$ cat src/rtl/adc_rr_arbiter.sv
// Round-robin arbiter sharing one soc/eoc A/D converter among N_CLIENTS 4-phase requesters.
// Optional eoc-wait watchdog enabled by defining ADC_TIMEOUT_EN (err is tied 0 otherwise).
module adc_rr_arbiter #(
    parameter int N_CLIENTS   = 4,
    parameter int W           = 8,
    parameter int TIMEOUT_CYC = 255
) (
    input  logic                 clock,
    input  logic                 reset_,
    input  logic [N_CLIENTS-1:0] req,
    output logic [N_CLIENTS-1:0] ack,
    output logic [W-1:0]         dout,
    output logic                 soc,
    input  logic                 eoc,
    input  logic [W-1:0]         x,
    output logic                 err
);

    localparam int IW = (N_CLIENTS > 1) ? $clog2(N_CLIENTS) : 1;

    typedef enum logic [1:0] {
        IDLE,
        SOC_HI,
        SOC_LO,
        REL
    } state_t;

    state_t               state_q, state_d;
    logic                 soc_q, soc_d;
    logic [N_CLIENTS-1:0] ack_q, ack_d;
    logic [W-1:0]         dout_q, dout_d;
    logic                 err_q, err_d;
    logic [IW-1:0]        ptr_q, ptr_d;
    logic [IW-1:0]        g_q, g_d;

    logic                 pickValid;
    logic [IW-1:0]        pick;
    logic [IW-1:0]        scanIdx;
    logic [N_CLIENTS-1:0] grantOneHot;
    logic [IW-1:0]        nextPtr;
    logic                 timeoutHit;

    // Scan from ptr upwards with wrap; descending loop so the closest requester is written last.
    always_comb begin
        pickValid = 1'b0;
        pick      = '0;
        scanIdx   = '0;
        for (int k = N_CLIENTS - 1; k >= 0; k--) begin
            if (int'(ptr_q) + k >= N_CLIENTS) begin
                scanIdx = IW'(int'(ptr_q) + k - N_CLIENTS);
            end else begin
                scanIdx = IW'(int'(ptr_q) + k);
            end
            if (req[scanIdx]) begin
                pickValid = 1'b1;
                pick      = scanIdx;
            end
        end
    end

    always_comb begin
        grantOneHot        = '0;
        grantOneHot[g_q]   = 1'b1;
    end

    assign nextPtr = (g_q == IW'(N_CLIENTS - 1)) ? '0 : g_q + 1'b1;

`ifdef ADC_TIMEOUT_EN
    logic [7:0] cnt_q, cnt_d;

    // Counter restarts whenever a new eoc wait phase begins, counts while waiting.
    always_comb begin
        cnt_d = cnt_q;
        if (state_q == IDLE || (state_q == SOC_HI && !eoc)) begin
            cnt_d = '0;
        end else if (state_q == SOC_HI || state_q == SOC_LO) begin
            cnt_d = cnt_q + 8'd1;
        end
    end

    assign timeoutHit = (cnt_q == 8'(TIMEOUT_CYC - 1));

    always_ff @(posedge clock) begin
        if (!reset_) begin
            cnt_q <= '0;
        end else begin
            cnt_q <= cnt_d;
        end
    end
`else
    assign timeoutHit = 1'b0;
`endif

    always_comb begin
        state_d = state_q;
        soc_d   = soc_q;
        ack_d   = ack_q;
        dout_d  = dout_q;
        err_d   = err_q;
        ptr_d   = ptr_q;
        g_d     = g_q;
        unique case (state_q)
            IDLE: begin
                if (eoc && pickValid) begin
                    g_d     = pick;
                    soc_d   = 1'b1;
                    state_d = SOC_HI;
                end
            end
            SOC_HI: begin
                if (!eoc) begin
                    soc_d   = 1'b0;
                    state_d = SOC_LO;
                end else if (timeoutHit) begin
                    soc_d   = 1'b0;
                    err_d   = 1'b1;
                    dout_d  = '1;
                    ack_d   = grantOneHot;
                    state_d = REL;
                end
            end
            SOC_LO: begin
                if (eoc) begin
                    dout_d  = x;
                    ack_d   = grantOneHot;
                    state_d = REL;
                end else if (timeoutHit) begin
                    err_d   = 1'b1;
                    dout_d  = '1;
                    ack_d   = grantOneHot;
                    state_d = REL;
                end
            end
            REL: begin
                if (!req[g_q]) begin
                    ack_d   = '0;
                    ptr_d   = nextPtr;
                    state_d = IDLE;
                end
            end
            default: begin
                state_d = IDLE;
            end
        endcase
    end

    always_ff @(posedge clock) begin
        if (!reset_) begin
            state_q <= IDLE;
            soc_q   <= 1'b0;
            ack_q   <= '0;
            dout_q  <= '0;
            err_q   <= 1'b0;
            ptr_q   <= '0;
            g_q     <= '0;
        end else begin
            state_q <= state_d;
            soc_q   <= soc_d;
            ack_q   <= ack_d;
            dout_q  <= dout_d;
            err_q   <= err_d;
            ptr_q   <= ptr_d;
            g_q     <= g_d;
        end
    end

    assign soc  = soc_q;
    assign ack  = ack_q;
    assign dout = dout_q;
    assign err  = err_q;

endmodule

$ cat config.mk
export PLATFORM = sky130hd
export DESIGN_NAME = adc_rr_arbiter
export DESIGN_NICKNAME = d
export VERILOG_FILES = /design/src/rtl/adc_rr_arbiter.sv
export SDC_FILE = /design/constraint.sdc
export NUM_CORES = 1
export LEC_CHECK = 0
export ABC_AREA = 1
export CAP_MARGIN = 20
export CORE_MARGIN = 4
export CORE_UTILIZATION = 51
export DETAILED_ROUTE_END_ITERATION = 8
export HOLD_SLACK_MARGIN = 0.1
export PLACE_DENSITY = 0.92
export RECOVER_POWER = 25
export SLEW_MARGIN = 20
export SYNTH_ARGS = -nofsm -noshare
export SYNTH_HDL_FRONTEND = slang
export SYNTH_SLANG_ARGS = --single-unit
$ cat constraint.sdc
create_clock -name clock -period 3.4 [get_ports clock]
set_clock_uncertainty 0.2 [all_clocks]
set_input_delay 0.51 -clock clock [delete_from_list [all_inputs] [get_ports clock]]
set_output_delay 0.51 -clock clock [all_outputs]
set_load 0.05 [all_outputs]
# After elaboration in Yosys (flattened, before gate mapping)
# Cells that the tools add are included.
[classes]
addsub = 8
order_cmp = 10
eq_ne = 8
mux = 36
n_bitwise = 1
n_reduce_logical = 11
[op_table]
columns = ["operator", "count"]
rows = [
  ["2-bit 2-to-1 mux", 13],
  ["2-bit by 3-bit < comparator with 1-bit output (second input constant)", 5],
  ["1-bit 2-to-1 mux", 12],
  ["1-bit binary-select mux with 2-bit select", 5],
  ["3-bit greater-or-equal comparator (second input constant)", 3],
  ["4-bit 2-to-1 mux", 2],
  ["2-bit inequality test (second input constant)", 4],
  ["2-bit one-hot mux with 4 select lines", 1],
  ["4-bit one-hot mux with 2 select lines", 1],
  ["2-bit by 1-bit subtractor with 2-bit output (second input constant)", 4],
  ["2-bit by 2-bit adder with 3-bit output (second input constant)", 2],
  ["2-bit == test (second input constant)", 3],
  ["2-bit AND reduction", 3],
  ["3-bit AND reduction", 2],
  ["4-bit AND reduction", 1],
  ["2-bit nonzero test", 2],
  ["2-bit by 1-bit adder with 3-bit output (second input constant)", 1],
  ["2-bit by 3-bit greater-or-equal comparator with 1-bit output (second input constant)", 1],
  ["2-bit by 1-bit adder with 2-bit output (second input constant)", 1],
  ["1-bit demux with 2-bit select", 1],
  ["2-bit by 1-bit == test with 1-bit output (second input constant)", 1],
  ["2-bit by 1-bit greater-or-equal comparator with 1-bit output (second input constant)", 1],
  ["1-bit logical AND", 2],
  ["2-bit logical NOT", 1],
  ["2 further kinds", 2],
]
[totals]
register_bits = 19
in_bits = 15
out_inout_bits = 14
wordCells = 80

# Depth between registers and ports, before layout
# Gate-level depths: netlist of the first run.
[depth]
ltp_word = 12
mapped_depth = 13
mapped_depth_nobuf = 12

# Worst setup path before layout of the first run
# Ideal clock, no wire load.
[synth_timing]
kind = "in2reg"
start = "input port req[2]"
end = "register g_q[1]"
setup_time_ns = 0.115
arrival_time_ns = 1.239
t_required_ns = 3.085
path_slack_ns = 1.846
path_stages = 9
n_path_buf = 0
path_cell_list = "inv_1 -> o21ai_0 -> nand2_1 -> nand2_1 -> o21ai_0 -> nand2_1 -> nand2_1 -> a21oi_1 -> nor2_1"
[synth_between]
elab_chain_len = 8
elab_cells_between_ends = 18
classes_between = "mux: 16; reduce/logical: 2"
[synth_lines]
columns = ["element", "line_no", "text"]
rows = [
  ["start, declared", "10", "input logic [N_CLIENTS-1:0] req,"],
  ["1-bit binary-select mux with 2-bit select", "54", "if (req[scanIdx]) begin"],
  ["1-bit 2-to-1 mux (not written as such)", "54", ""],
  ["1-bit 2-to-1 mux (4 in a row)", "54", ""],
  ["1-bit logical AND", "104", "if (eoc && pickValid) begin"],
  ["2-bit AND reduction (no line)", "--", ""],
  ["end signal, assigned", "163", "g_q <= g_d;"],
  ["end, declared", "34", "logic [IW-1:0] g_q, g_d;"],
]
# Several ways; a longest one is shown, not always the timed one. The select of a mux whose other input is x is not followed.
# A chain may end at the register's enable or synchronous reset.

# Worst setup path after layout of the first run
[layout_timing]
start = "register dout_q[5] (netlist: dout[5])"
end = "output port dout[5]"
[layout_rtl]
columns = ["element", "line_no", "text"]
rows = [
  ["start, declared", "31", "logic [W-1:0] dout_q, dout_d;"],
  ["start signal, assigned", "160", "dout_q <= dout_d;"],
  ["end, declared", "12", "output logic [W-1:0] dout,"],
]
# No word-level cell between the ends.

==> results by group, run 1 <==
Outcome
  – Status: finished, final reports clean

Clock tree
  – Clk buf depth: 2
  – Total CTS buffers: 3
  – Post-CTS Setup Inserts: 0
  – Cts repair resizes: 0
  – CTS clock-pin slew for the worst setup and hold paths: 0.10 ns
  – Hold_buf cts: 0
  – Clock Sinks: 19
  – CTS tree: yes
  – Clk_lat worst skew: between 0.2 and 0.3 ns
  – Clk root buf: clkbuf_4
  – H-tree depth: 1

Route
  – Drt pass-1 iters: 4
  – WL/cell: 11.9 microns
  – Via/cell ratio: 5.05
  – Iter 0 DRT Violations: 46
  – Vias: 1,136
  – Detailed-route wire length: roughly 2700 microns
  – Post-route ant nets: 0
  – Remaining DRCs: 0

Worst setup path
  – Worst Path Required: 2.69 ns
  – Cell family with the largest share of critical-path delay: buffers and inverters
  – Crit Path Category: reg2out
  – Crit-path max FO: 2
  – Worst r2r src: ptr_q[0]$_SDFFE_PN0P_
  – Crit path launch type: register
  – Critical path's largest stage delay: 0.82 ns
  – Buffers & Inverters on Critical Path: 1
  – Setup crit end kind: primary output
  – CP cell instances: clkdlybuf4s50_1
  – Worst path slowest cell: clkdlybuf4s50_1
  – Critical path origin: dout[5]$_SDFFE_PN0P_
  – Critical path arrival: 1.47 ns

Final layout
  – Post-layout util: 70.4%
  – Final net count: 223
  – Layout area overhead: 27.2%
  – Fillers: 164
  – Ant. Diodes: 0
  – Reg area: 380 sq um
  – Multi-input gate area: 649 sq um
  – Share of cells above drive strength 1: 10.1%

Global routing
  – Initial antenna violation count: 0
  – First-pass GRT wire length: 4230 microns
  – Vias in the first global route: 1,049
  – Congestion Overflow GR: 0
  – Tot GR Track Use: 19.0%
  – Largest net degree at the start of global routing: 15

Timing
  – Max-slew violation count: 0
  – Final setup violation count: 0
  – Setup Total Neg Slack: 0 ns
  – Slew HR: 65.2%
  – Max Clk Rate: 460 MHz
  – Unrepaired setup endpoints after global routing: no
  – Tmin final: 2.18 ns
  – Final hold viol count: 0
  – Slew @ Worst Pin: 0.520 ns
  – Final Cycle Share: a little under two thirds

Logic synthesis
  – Count of different cell masters after synthesis: 17
  – Cell taking the most area after synthesis: dfxtp_1
  – Async SR Flop Fraction: 0%
  – Synth top area cells: dfxtp_1 34%, nand2_1 13%, ha_1 10%
  – Most common cell in the netlist: nand2_1
  – #FFs+latches synth: 19
  – Post-synth top cells: 38 x nand2_1, 26 x nor2_1, 19 x dfxtp_1
  – Share of the synthesized area in the top cell type: 33.7%
  – Post-synth EDFFs: 0
  – Synth Area per Inst: 6.65 sq um
  – Syn nets: 194
  – Post-synth top flop: dfxtp_1
  – Mapped cell area: 0.00113 sq mm
  – Mapped Cells: 170
  – YS warnings: 0
  – Share of the yosys chip area belonging to registers: 33.7%

Power and ir drop
  – Power, Total: 0.000969 W
  – P per Cell Area: between 600 and 700 mW/mm^2
  – Maximum vdd drop: 0.497 mV
  – Leakage power: 0.637 nW

Floorplan
  – Core Area: 0.00204 sq mm
  – Chip width: 55.1 microns
  – I/O Pins: 29
  – Die Ht: between 50 and 60 microns
  – Die area: 0.00303 sq mm
  – Initial Util: 55.3%
  – Row Count: 16

Place
  – Port Buffers: 27
  – GPL Wtd Cong: between 0.8 and 0.9
  – Dpl hpwl: between 2000 and 2500 microns

Worst hold path
  – Hold_sp: ack[1]$_SDFFE_PN0P_
  – Hold/Removal Path Class: reg2reg

Flow run
  – Max_cap viols: 0
per-stage QoR:
stage,setup slack [ns],cells,instance area (sq um),hold WS (ns)
finish,1.22,225,1440,0.270
global route,1.18,225,1440,0.298
CTS,1.22,225,1440,0.275
detailed placement,1.19,221,1410,0.255
global placement,1.24,221,1410,0.255
floorplan,1.85,170,1130,0.272
sequential cells by signal, summed over array words and instances (netlist names):
signal,flops
dout,8
ack,4
soc,1
g_q,2
state_q,2
ptr_q,2
cell families (layout without fill, tap and decap cells):
kind of cell	after synthesis	count (layout)	synth area share, %
AO/OA/AOI/OAI	32	32	14.2
other	1	1	0.332
buffers and inverters	23	51	8.86
flip-flops	19	19	33.7
adder cells (fa/ha/maj)	9	9	9.97
AND/OR/NAND/NOR	86	86	33.0
per-layer routing:
layer	GRT usage [%]	routed length (microns)
met3	4.29	141
met1	23.1	1190
met5	0	0
met2	33.1	1350
met4	5.67	10
cell type report:
cell class	count	area share, %
multi-input combinational	128	45.2
tap	27	2.35
sequential	19	26.5
clock buffer	4	1.83
timing repair buffer	27	18.8
inverter	20	5.40
power by group:
group          switching [W]  internal [W]  total, W
registers          0.0000473      0.000275  0.000322
clock network      0.0000664     0.0000457  0.000112
logic               0.000348      0.000186  0.000535
cells in the final DEF (no fill, tap or decap), drive strengths merged:
cell type and count:
a21oi 15, clkbuf 4, clkdlybuf4s50 25, conb 1, dfxtp 19, dlygate4sd3 2, ha 9, inv 20
nand2 51, nand3 8, nor2 27, o21ai 17
path summary, 6_finish.rpt:
kind,depth (start not counted),end,slack (ns)
setup reg to reg,11,g_q[1]$_SDFFE_PN0P_,1.55
setup / recovery,1,dout[5],1.22
hold reg to reg,2,ack[1]$_SDFFE_PN0P_,0.27
hold / removal,2,ack[1]$_SDFFE_PN0P_,0.27
(Power assumes the default switching activity.)
==> inputs of run 2 (changes only) <==
--- a/config.mk
+++ b/config.mk
@@ -8,10 +8,10 @@
 export ABC_AREA = 1
 export CAP_MARGIN = 20
 export CORE_MARGIN = 4
-export CORE_UTILIZATION = 51
+export CORE_UTILIZATION = 43
 export DETAILED_ROUTE_END_ITERATION = 8
 export HOLD_SLACK_MARGIN = 0.1
-export PLACE_DENSITY = 0.92
+export PLACE_DENSITY = 0.83
 export RECOVER_POWER = 25
 export SLEW_MARGIN = 20
 export SYNTH_ARGS = -nofsm -noshare
==> constraint.sdc (replaced) <==
create_clock -name clock -period 1.9 [get_ports clock]
set_clock_uncertainty 0.2 [all_clocks]
set_input_delay 0.285 -clock clock [delete_from_list [all_inputs] [get_ports clock]]
set_output_delay 0.285 -clock clock [all_outputs]
set_load 0.05 [all_outputs]
==> results by group, run 2 (same netlist as run 1, synthesis figures left out) <==
Floorplan
  – Core Area: 0.00250 sq mm (+22%)
  – Chip width: 59.3 microns (+7.6%)
  – Initial Util: 45.2% (-10 points)
  – Row Count: 18 (+2)
  – Die area: 0.00351 sq mm (+16%)
  – I/O Pins: 29 (unchanged)
  – Die Ht: 59.3 microns (+7.6%)

Worst hold path
  – Hold_sp: ack[0]$_SDFFE_PN0P_
  – Hold/Removal Path Class: reg2reg
  – Hold Crit Endpoint: ack[0]$_SDFFE_PN0P_
  – Hold path cells: 2 (unchanged)

Flow run
  – Max_cap viols: 0 (unchanged)

Power and ir drop
  – Maximum vdd drop: 0.914 mV (+84%)
  – P per Cell Area: 1200 mW/mm^2 (+78%)
  – Leakage power: 0.648 nW (+1.6%)

Route
  – Vias: 1,088 (-4.2%)
  – Post-route ant nets: 0 (unchanged)
  – Detailed-route wire length: 2520 microns (-6.1%)
  – Remaining DRCs: 0 (unchanged)
  – Drt pass-1 iters: 4 (unchanged)
  – WL/cell: 10.9 microns (-9.0%)
  – Iter 0 DRT Violations: 33 (-28%)
  – Via/cell ratio: 4.69 (-7.1%)

Timing
  – Final hold viol count: 0 (unchanged)
  – Unrepaired setup endpoints after global routing: no
  – Slew HR: 59.9% (-5.4 points)
  – Hold_ws: 0.268 ns (-0.00220 ns)
  – Tmin final: 1.77 ns
  – Final setup violation count: 0 (unchanged)
  – Fin worst setup slack: 0.126 ns (-1.10 ns)
  – Max-slew violation count: 0 (unchanged)
  – Max Clk Rate: 564 MHz
  – Final Cycle Share: 93.4%
  – Slew @ Worst Pin: 0.604 ns (+0.0848 ns)

Worst setup path
  – RR Endpoint: ack[2]$_SDFFE_PN0P_
  – Worst r2r src: state_q[0]$_SDFFE_PN0P_
  – Critical path arrival: 1.80 ns (+0.33 ns)
  – Crit Path Category: reg2reg
  – Worst Path Required: 1.93 ns (-0.76 ns)
  – Crit-path max FO: 4 (+2)
  – Setup crit end kind: register
  – Reg2Reg Depth: 9 (-2)
  – Crit path launch type: register
  – FF-to-FF setup slack: 0.13 ns (-1.42 ns)

Place
  – Dpl hpwl: 1950 microns (-9.9%)
  – Placement Setup Slack: -0.0574 ns (-1.25 ns)
  – GPL Wtd Cong: 0.842 (+3.7%)
  – Port Buffers: 27 (unchanged)

Final layout
  – Ant. Diodes: 0 (unchanged)
  – Reg area: 382 sq um (+0.33%)
  – Max reg flops: 8 (unchanged)
  – Most common cell after layout, fill and taps aside: nand2_1
  – Multi-input gate area: 649 sq um (unchanged)
  – Final net count: 227 (+1.8%)
  – Fillers: 247 (+51%)
  – Most frequent cells in the layout: 38 x nand2_1, 26 x nor2_1, 18 x dfxtp_1
  – Layout area overhead: 24.8%
  – Share of cells above drive strength 1: 14.9% (+4.8 points)

Global routing
  – First-pass GRT wire length: 4090 microns (-3.3%)
  – Largest net degree at the start of global routing: 11 (-4)
  – Congestion Overflow GR: 0 (unchanged)
  – Vias in the first global route: 971 (-7.4%)
  – Tot GR Track Use: 15.5% (-3.5 points)
  – Initial antenna violation count: 0 (unchanged)

Clock tree
  – Clock Sinks: 19 (unchanged)
  – Total CTS buffers: 3 (unchanged)
  – CTS tree: yes
  – H-tree depth: 1 (unchanged)
  – Clk root buf: clkbuf_4
  – Clk_lat worst skew: 0.30 ns (about the same)
  – Post-CTS Setup Inserts: 0 (unchanged)
  – Clk buf depth: 2 (unchanged)
  – CTS clock-pin slew for the worst setup and hold paths: 0.10 ns (about the same)

Outcome
  – Status: finished, final reports clean
==> run 2: cell count changes in the layout (fill, tap and decap cells not counted), sizes merged <==
| cell | previous run | this run |
|---|---|---|
| clkdlybuf4s50 | 25 | 14 |
| clkbuf | 4 | 12 |
| buf | 0 | 9 |
| dlygate4sd3 | 2 | 0 |
==> run 2: area by class of cell <==
cell class,instances,area share (%)
Timing Repair Buffer,31,16.9
Tap cell,30,2.66
Multi-Input combinational cell,128,46.1
Sequential cell,19,27.1
Inverter,20,5.50
Clock buffer,4,1.86
==> run 2: metal layers <==
metal / part of all wire, % / GRT usage (%) / up-vias
met2: 48 / 24.8 / 15
met4: 1.8 / 6.80 / 0
li1: - / - / 597
met1: 46 / 19.4 / 471
met5: 0 / 0 / -
met3: 3.8 / 3.92 / 5
==> run 2: worst max path at each step <==
| stage | endpoint | depth (start not counted) | slack (ns) | start |
|---|---|---|---|---|
| 6_report | ack[2]$_SDFFE_PN0P_ | 9 | 0.13 | state_q[0]$_SDFFE_PN0P_ |
| 5_1_grt | ack[2]$_SDFFE_PN0P_ | 9 | 0.03 | state_q[0]$_SDFFE_PN0P_ |
| 4_1_cts | g_q[0]$_SDFFE_PN0P_ | 11 | 0.13 | ptr_q[0]$_SDFFE_PN0P_ |
| 3_5_place_dp | g_q[0]$_SDFFE_PN0P_ | 10 | -0.06 | req[2] |
| 3_3_place_gp | g_q[0]$_SDFFE_PN0P_ | 11 | -0.03 | req[1] |
| 2_1_floorplan | ack[1]$_SDFFE_PN0P_ | 9 | 0.40 | state_q[0]$_SDFFE_PN0P_ |
==> run 2: power breakdown <==
group	switching (W)	internal [W]	leakage (nW)
Clock	0.000125	0.0000820	0.0150
Combinational	0.000602	0.000305	0.477
Sequential	0.0000816	0.000492	0.155
==> run 2: repair_timing <==
action	4_1_cts	5_1_grt
endpoints found under the setup margin	0	2
gates resized for setup	0	1
hold buffers	0	0
==> run 2: through the flow <==
stage	setup TNS (ns)	std cells	total power [W]	cell area (sq um)	util [%]
floorplan	0	170	0.00127	1130	-
global placement	-0.0584	228	0.00149	1410	56.5
detailed placement	-0.111	228	0.00152	1410	56.5
CTS	0	232	0.00172	1440	57.6
global route	0	232	0.00183	1410	56.4
finish	0	232	0.00169	1410	56.4
==> run 2: worst max-delay path: stages (launching register included) <==
cell and delay [ns]:
dfxtp_1 0.40, inv_1 0.10, ha_1 0.24, inv_1 0.09, nor2_1 0.06, a21oi_1 0.15, nand2_1 0.09, inv_1 0.11
nand3_1 0.09, a21oi_1 0.17
